[config.mk]
export PLATFORM = sky130hd
export DESIGN_NAME = crop_ctrl
export DESIGN_NICKNAME = d
export VERILOG_FILES = /design/src/rtl/crop_ctrl.sv
export SDC_FILE = /design/constraint.sdc
export NUM_CORES = 1
export LEC_CHECK = 0
export BUFFER_PORTS_ARGS = -buffer_cell sky130_fd_sc_hd__buf_2
export CAP_MARGIN = 40
export CORE_ASPECT_RATIO = 1.1
export CORE_MARGIN = 3
export CORE_UTILIZATION = 55
export DETAILED_ROUTE_END_ITERATION = 8
export PLACE_DENSITY = 0.84
export SYNTH_ARGS = -nofsm -noshare
export SYNTH_HDL_FRONTEND = slang
export SYNTH_SLANG_ARGS = --single-unit
[constraint.sdc]
create_clock -name clk -period 4.6 [get_ports clk]
set_input_delay 0.69 -clock clk [delete_from_list [all_inputs] [get_ports clk]]
set_output_delay 0.69 -clock clk [all_outputs]
set_load 0.005 [all_outputs]
[src/rtl/crop_ctrl.sv]
// crop_ctrl: frame sequencer for a streaming crop filter.
// Holds a pending crop origin (clamped so the window stays inside the frame),
// promotes it to the active origin at each frame arm, kicks the filter with
// ap_start, tracks the (row, col) position of the next beat and reports frame
// completion once the filter signals done.
//
// Optional feature: define CROP_CTRL_SOF_RESYNC_EN to realign the position
// counters on a start-of-frame beat and flag a sync_err pulse on misalignment.
//
// Handshake semantics: a configuration is accepted on any cycle where
// cfg_valid && cfg_ready (cfg_ready is constant 1); a stream beat is counted on
// any cycle where beat_fire is high while in RUN, and ignored otherwise.
module crop_ctrl #(
    parameter int IN_ROWS  = 20,
    parameter int IN_COLS  = 20,
    parameter int OUT_ROWS = 10,
    parameter int OUT_COLS = 10
) (
    input  logic                       clk,
    input  logic                       reset,
    input  logic                       start,
    input  logic                       continuous,
    input  logic                       cfg_valid,
    output logic                       cfg_ready,
    input  logic [$clog2(IN_COLS)-1:0] cfg_x0,
    input  logic [$clog2(IN_ROWS)-1:0] cfg_y0,
    input  logic                       beat_fire,
    input  logic                       beat_sof,
    output logic                       stream_en,
    output logic                       ap_start,
    input  logic                       filt_done,
    output logic [$clog2(IN_COLS)-1:0] crop_x0,
    output logic [$clog2(IN_ROWS)-1:0] crop_y0,
    output logic [$clog2(IN_COLS)-1:0] cnt_col,
    output logic [$clog2(IN_ROWS)-1:0] cnt_row,
    output logic                       busy,
    output logic                       frame_done,
    output logic                       cfg_clamped,
    output logic                       sync_err,
    output logic [15:0]                frame_cnt,
    output logic [1:0]                 dbg_state
);

    localparam int XW = $clog2(IN_COLS);
    localparam int YW = $clog2(IN_ROWS);
    localparam logic [XW-1:0] MAX_X    = XW'(IN_COLS - OUT_COLS);
    localparam logic [YW-1:0] MAX_Y    = YW'(IN_ROWS - OUT_ROWS);
    localparam logic [XW-1:0] LAST_COL = XW'(IN_COLS - 1);
    localparam logic [YW-1:0] LAST_ROW = YW'(IN_ROWS - 1);

    typedef enum logic [1:0] {
        IDLE  = 2'd0,
        ARM   = 2'd1,
        RUN   = 2'd2,
        DRAIN = 2'd3
    } state_t;

    state_t          state_q, state_d;
    logic [XW-1:0]   pend_x_q, pend_x_d;
    logic [YW-1:0]   pend_y_q, pend_y_d;
    logic [XW-1:0]   crop_x_q, crop_x_d;
    logic [YW-1:0]   crop_y_q, crop_y_d;
    logic [XW-1:0]   col_q, col_d;
    logic [YW-1:0]   row_q, row_d;
    logic            clamped_q, clamped_d;
    logic            frame_done_q, frame_done_d;
    logic            sync_err_q, sync_err_d;
    logic [15:0]     frame_cnt_q, frame_cnt_d;
    logic            sof_hit;
    logic            at_last;
    logic            arm_entry;

`ifdef CROP_CTRL_SOF_RESYNC_EN
    assign sof_hit = beat_sof;
`else
    // beat_sof has no effect in this build; keep it visibly consumed.
    logic unused_beat_sof;
    assign unused_beat_sof = beat_sof;
    assign sof_hit = 1'b0;
`endif

    assign at_last   = (col_q == LAST_COL) && (row_q == LAST_ROW);
    assign arm_entry = (state_d == ARM) && (state_q != ARM);

    // Next-state logic for the frame sequencer.
    always_comb begin
        state_d = state_q;
        case (state_q)
            IDLE:    if (start || continuous) state_d = ARM;
            ARM:     state_d = RUN;
            RUN:     if (beat_fire && !sof_hit && at_last) state_d = DRAIN;
            DRAIN:   if (filt_done) state_d = continuous ? ARM : IDLE;
            default: state_d = IDLE;
        endcase
    end

    // Datapath next values: pending/active origin, position counters, status.
    always_comb begin
        pend_x_d     = pend_x_q;
        pend_y_d     = pend_y_q;
        clamped_d    = clamped_q;
        crop_x_d     = crop_x_q;
        crop_y_d     = crop_y_q;
        col_d        = col_q;
        row_d        = row_q;
        sync_err_d   = 1'b0;
        frame_done_d = (state_q == DRAIN) && filt_done;
        frame_cnt_d  = frame_done_d ? frame_cnt_q + 16'd1 : frame_cnt_q;

        if (cfg_valid) begin
            if (cfg_x0 > MAX_X) begin
                pend_x_d  = MAX_X;
                clamped_d = 1'b1;
            end else begin
                pend_x_d = cfg_x0;
            end
            if (cfg_y0 > MAX_Y) begin
                pend_y_d  = MAX_Y;
                clamped_d = 1'b1;
            end else begin
                pend_y_d = cfg_y0;
            end
        end

        // The active origin takes the pending value held before this edge, so a
        // cfg write on the same cycle is kept for the following frame.
        if (arm_entry) begin
            crop_x_d = pend_x_q;
            crop_y_d = pend_y_q;
            col_d    = '0;
            row_d    = '0;
        end else if ((state_q == RUN) && beat_fire) begin
            if (sof_hit) begin
                row_d      = '0;
                col_d      = XW'(1);
                sync_err_d = (col_q != '0) || (row_q != '0);
            end else if (col_q == LAST_COL) begin
                col_d = '0;
                row_d = (row_q == LAST_ROW) ? '0 : row_q + YW'(1);
            end else begin
                col_d = col_q + XW'(1);
            end
        end
    end

    // State and datapath registers with synchronous active-high reset.
    always_ff @(posedge clk) begin
        if (reset) begin
            state_q      <= IDLE;
            pend_x_q     <= '0;
            pend_y_q     <= '0;
            crop_x_q     <= '0;
            crop_y_q     <= '0;
            col_q        <= '0;
            row_q        <= '0;
            clamped_q    <= 1'b0;
            frame_done_q <= 1'b0;
            sync_err_q   <= 1'b0;
            frame_cnt_q  <= '0;
        end else begin
            state_q      <= state_d;
            pend_x_q     <= pend_x_d;
            pend_y_q     <= pend_y_d;
            crop_x_q     <= crop_x_d;
            crop_y_q     <= crop_y_d;
            col_q        <= col_d;
            row_q        <= row_d;
            clamped_q    <= clamped_d;
            frame_done_q <= frame_done_d;
            sync_err_q   <= sync_err_d;
            frame_cnt_q  <= frame_cnt_d;
        end
    end

    assign cfg_ready   = 1'b1;
    assign stream_en   = (state_q == RUN);
    assign ap_start    = (state_q == ARM);
    assign busy        = (state_q != IDLE);
    assign crop_x0     = crop_x_q;
    assign crop_y0     = crop_y_q;
    assign cnt_col     = col_q;
    assign cnt_row     = row_q;
    assign frame_done  = frame_done_q;
    assign cfg_clamped = clamped_q;
    assign sync_err    = sync_err_q;
    assign frame_cnt   = frame_cnt_q;
    assign dbg_state   = state_q;

endmodule

==> results.yml <==
status:
  outcome: "complete, no violations"
floorplan:
  die_area_um2: 4852
  die_y_um: 72.76
  io_pins: 63
  die_w_um: 66.69
  core_um2: 3770
  initial_core_util_pct: 59.11
  rows: 23
sta:
  fin_skew_ps: 3.285
  period_needed_ps: 2039
  fmax_mhz: 490.5
  timing.final.ws_setup_ps: 2561
  final-max-slew-violation-count: 0
  finalHoldViolCount: 0
  fin_tns_setup_ps: 0
  worstMarginPinSlew_ps: 892.4
  rsz0062_at_grt: "no"
  slew_headroom_pct: 40.51
  setup_viol: 0
  hold_slack_ps: 467.4
  fin_crit_sh_pct: 44.32
logic_synthesis:
  ys_types: 49
  synth_top_area_share_pct: 44.92
  syn_avg_cell_area_um2: 8.878
  syn_area_um2: 2228
  ys_seq_area_share_pct: 44.92
  postSynth.asyncResetShare_pct: 0
  ys_warn_count: 0
  ys_top_cells_by_count: "50 x dfxtp_1, 23 x nor2_1, 22 x a21oi_1, 12 x nand3_1, 12 x o21ai_0"
  yosysMostFrequentCell: "dfxtp_1"
  ys_ff_latch: 50
  ys_top_cells_by_area: "dfxtp_1 45%, a21oi_1 4.9%, or3b_1 3.9%, nor2_1 3.9%, xor2_1 3.5%"
  syn-num-nets: 272
  synth_cells: 251
  synth_top_cell_by_area: "dfxtp_1"
  synth-edff-count: 0
  synth_ff_type: "dfxtp_1"
power_and_ir_drop:
  p_switching_mw: 0.2039
  p_comb_share_pct: 11.3
  leakage_nw: 1.085
  p_int_mw: 0.5992
  seqPwrFrac_pct: 56.6
  power_density_nw_per_um2: 308.3
  clkPwrFrac_pct: 32.1
  switching_share_pct: 25.39
  ir_drop_mv: 0.1899
drt:
  antenna_left: 0
  detail_route.wl_per_cell_um: 12.93
  vias: 1919
  wl_um: 4578
  vias_per_cell: 5.421
  first_pass_iters: 4
  drtIter0Drc: 134
  drc: 0
worst_setup_path:
  required_ps: 4770
  endpoint_kind: "flip-flop"
  arrival_ps: 2210
  r2r_cells: 4
  r2r-end: "cnt_row[3]"
  worstSetupPathType: "flip-flop to flip-flop"
  rr_startpoint: "dbg_state[1]"
  path_max_fanout: 22
  reg2reg_setup_slack_ps: 2560
  start_kind: "flip-flop"
cts:
  cts_resized: 0
  clock_sinks: 50
  cts_tree: "built"
  clockBufferDepth: 2
  root_buffer: "clkbuf_8"
  clk_pin_slew_ps: 90
  cts_hold_buf: 0
  h-tree-depth: 2
  post_cts_buffers: 0
  insertion_delay_ps: 300
  numCtsBuffers: 5
placement:
  dp_hpwl_um: 3237
  io_buffer_count: 59
  preCtsSetupSlack_ps: 2332
  gp_congestion: 0.7625
worst_hold_path:
  hold_class: "flip-flop to flip-flop"
  holdPathEnd: "pend_y_q[0]"
  whs_path_depth: 2
  min_from: "pend_y_q[0]"
global_routing:
  antenna_found_initial: 0
  overflow: 0
  grt_start_max_net_pins: 52
  first_global_vias: 1685
  grt_pass1_wl_um: 7714
  grt_usage_pct: 20.32
finish:
  num_antenna_cells: 0
  post-route-util_pct: 69.10
  layout.nets: 324
  final_layout_size_suffix_gt1_share_pct: 23.68
  syn2layout_area_growth_pct: 16.90
run:
  maxCapViolCount: 0
-- worst max-delay path, cell delays in order (launching register included) --
cell and delay [ps]:
dfxtp_1 520, nor2b_1 220, a311o_1 610, nor2_2 240, a2111oi_1 330
-- registers in the layout (all words and copies together) (netlist names) --
signal	cells
cnt_row	5
crop_y0	5
frame_done	1
cnt_col	5
cfg_clamped	1
pend_x_q	5
dbg_state	2
frame_cnt	16
crop_x0	5
pend_y_q	5
-- layer usage --
| layer | vias to the layer above | global-route usage [%] | wire length [um] |
|---|---|---|---|
| met5 | - | 0 | 0 |
| met4 | 0 | 6.095 | 53 |
| met3 | 7 | 5.239 | 212 |
| met2 | 41 | 33.70 | 2164 |
| met1 | 878 | 25.87 | 2147 |
| li1 | 993 | - | - |
-- cells by family after synthesis --
family | count (synthesis) | synth area share (%)
compound gates | 50 | 13.36
fa+ha+maj | 3 | 1.685
simple gates | 106 | 27.40
other cells | 2 | 0.3370
buf+inv | 21 | 4.603
mux | 3 | 1.404
xor+xnor | 16 | 6.289
flops | 50 | 44.92
-- area by class of cell --
class	instances	area [um^2]
Sequential cell	50	1001
Multi-Input combinational cell	180	1125
Tap cell	50	62.56
Inverter	6	22.52
Clock buffer	7	86.33
Timing Repair Buffer	60	302.8
Clock inverter	1	5.005
Fill cell	350	1165
-- how the worst max path moves through the flow --
stage / cells past startpoint / startpoint / slack [ps] / end
floorplan: 6 / filt_done / 2770 / cnt_row[3]
global placement: 5 / filt_done / 2380 / cnt_row[4]
detailed placement: 5 / filt_done / 2330 / cnt_row[3]
CTS: 4 / dbg_state[1] / 2560 / cnt_row[3]
global route: 4 / dbg_state[1] / 2350 / cnt_row[3]
finish: 4 / dbg_state[1] / 2560 / cnt_row[3]
-- placed cells by master, fill, tap and decap left out, drive strengths merged, types with 6 or more instances in the layout --
cell type	n
nand2b	6
o21ai	14
clkbuf	7
xor2	9
nand3	12
nor2	24
nand4	6
inv	6
buf	60
xnor2	7
nor3	10
a21oi	22
nand2	10
dfxtp	50
or3b	10
-- power by group through the flow --
stage	sequential (mW)	clock, mW	combinational (mW)
2_1_floorplan	0.462	0	0.0666
3_3_place_gp	0.464	0	0.0899
3_5_place_dp	0.464	0	0.0912
4_1_cts	0.454	0.264	0.0916
5_1_grt	0.457	0.285	0.103
6_report	0.454	0.258	0.0908
-- through the flow --
step	instances	cell area [um^2]	power (mW)
2_1_floorplan	251	2228	0.5284
3_3_place_gp	346	2514	0.5538
3_5_place_dp	346	2514	0.5557
4_1_cts	354	2605	0.8096
5_1_grt	354	2605	0.8441
6_report	354	2605	0.8031
Power figures use the tool's default switching activity.
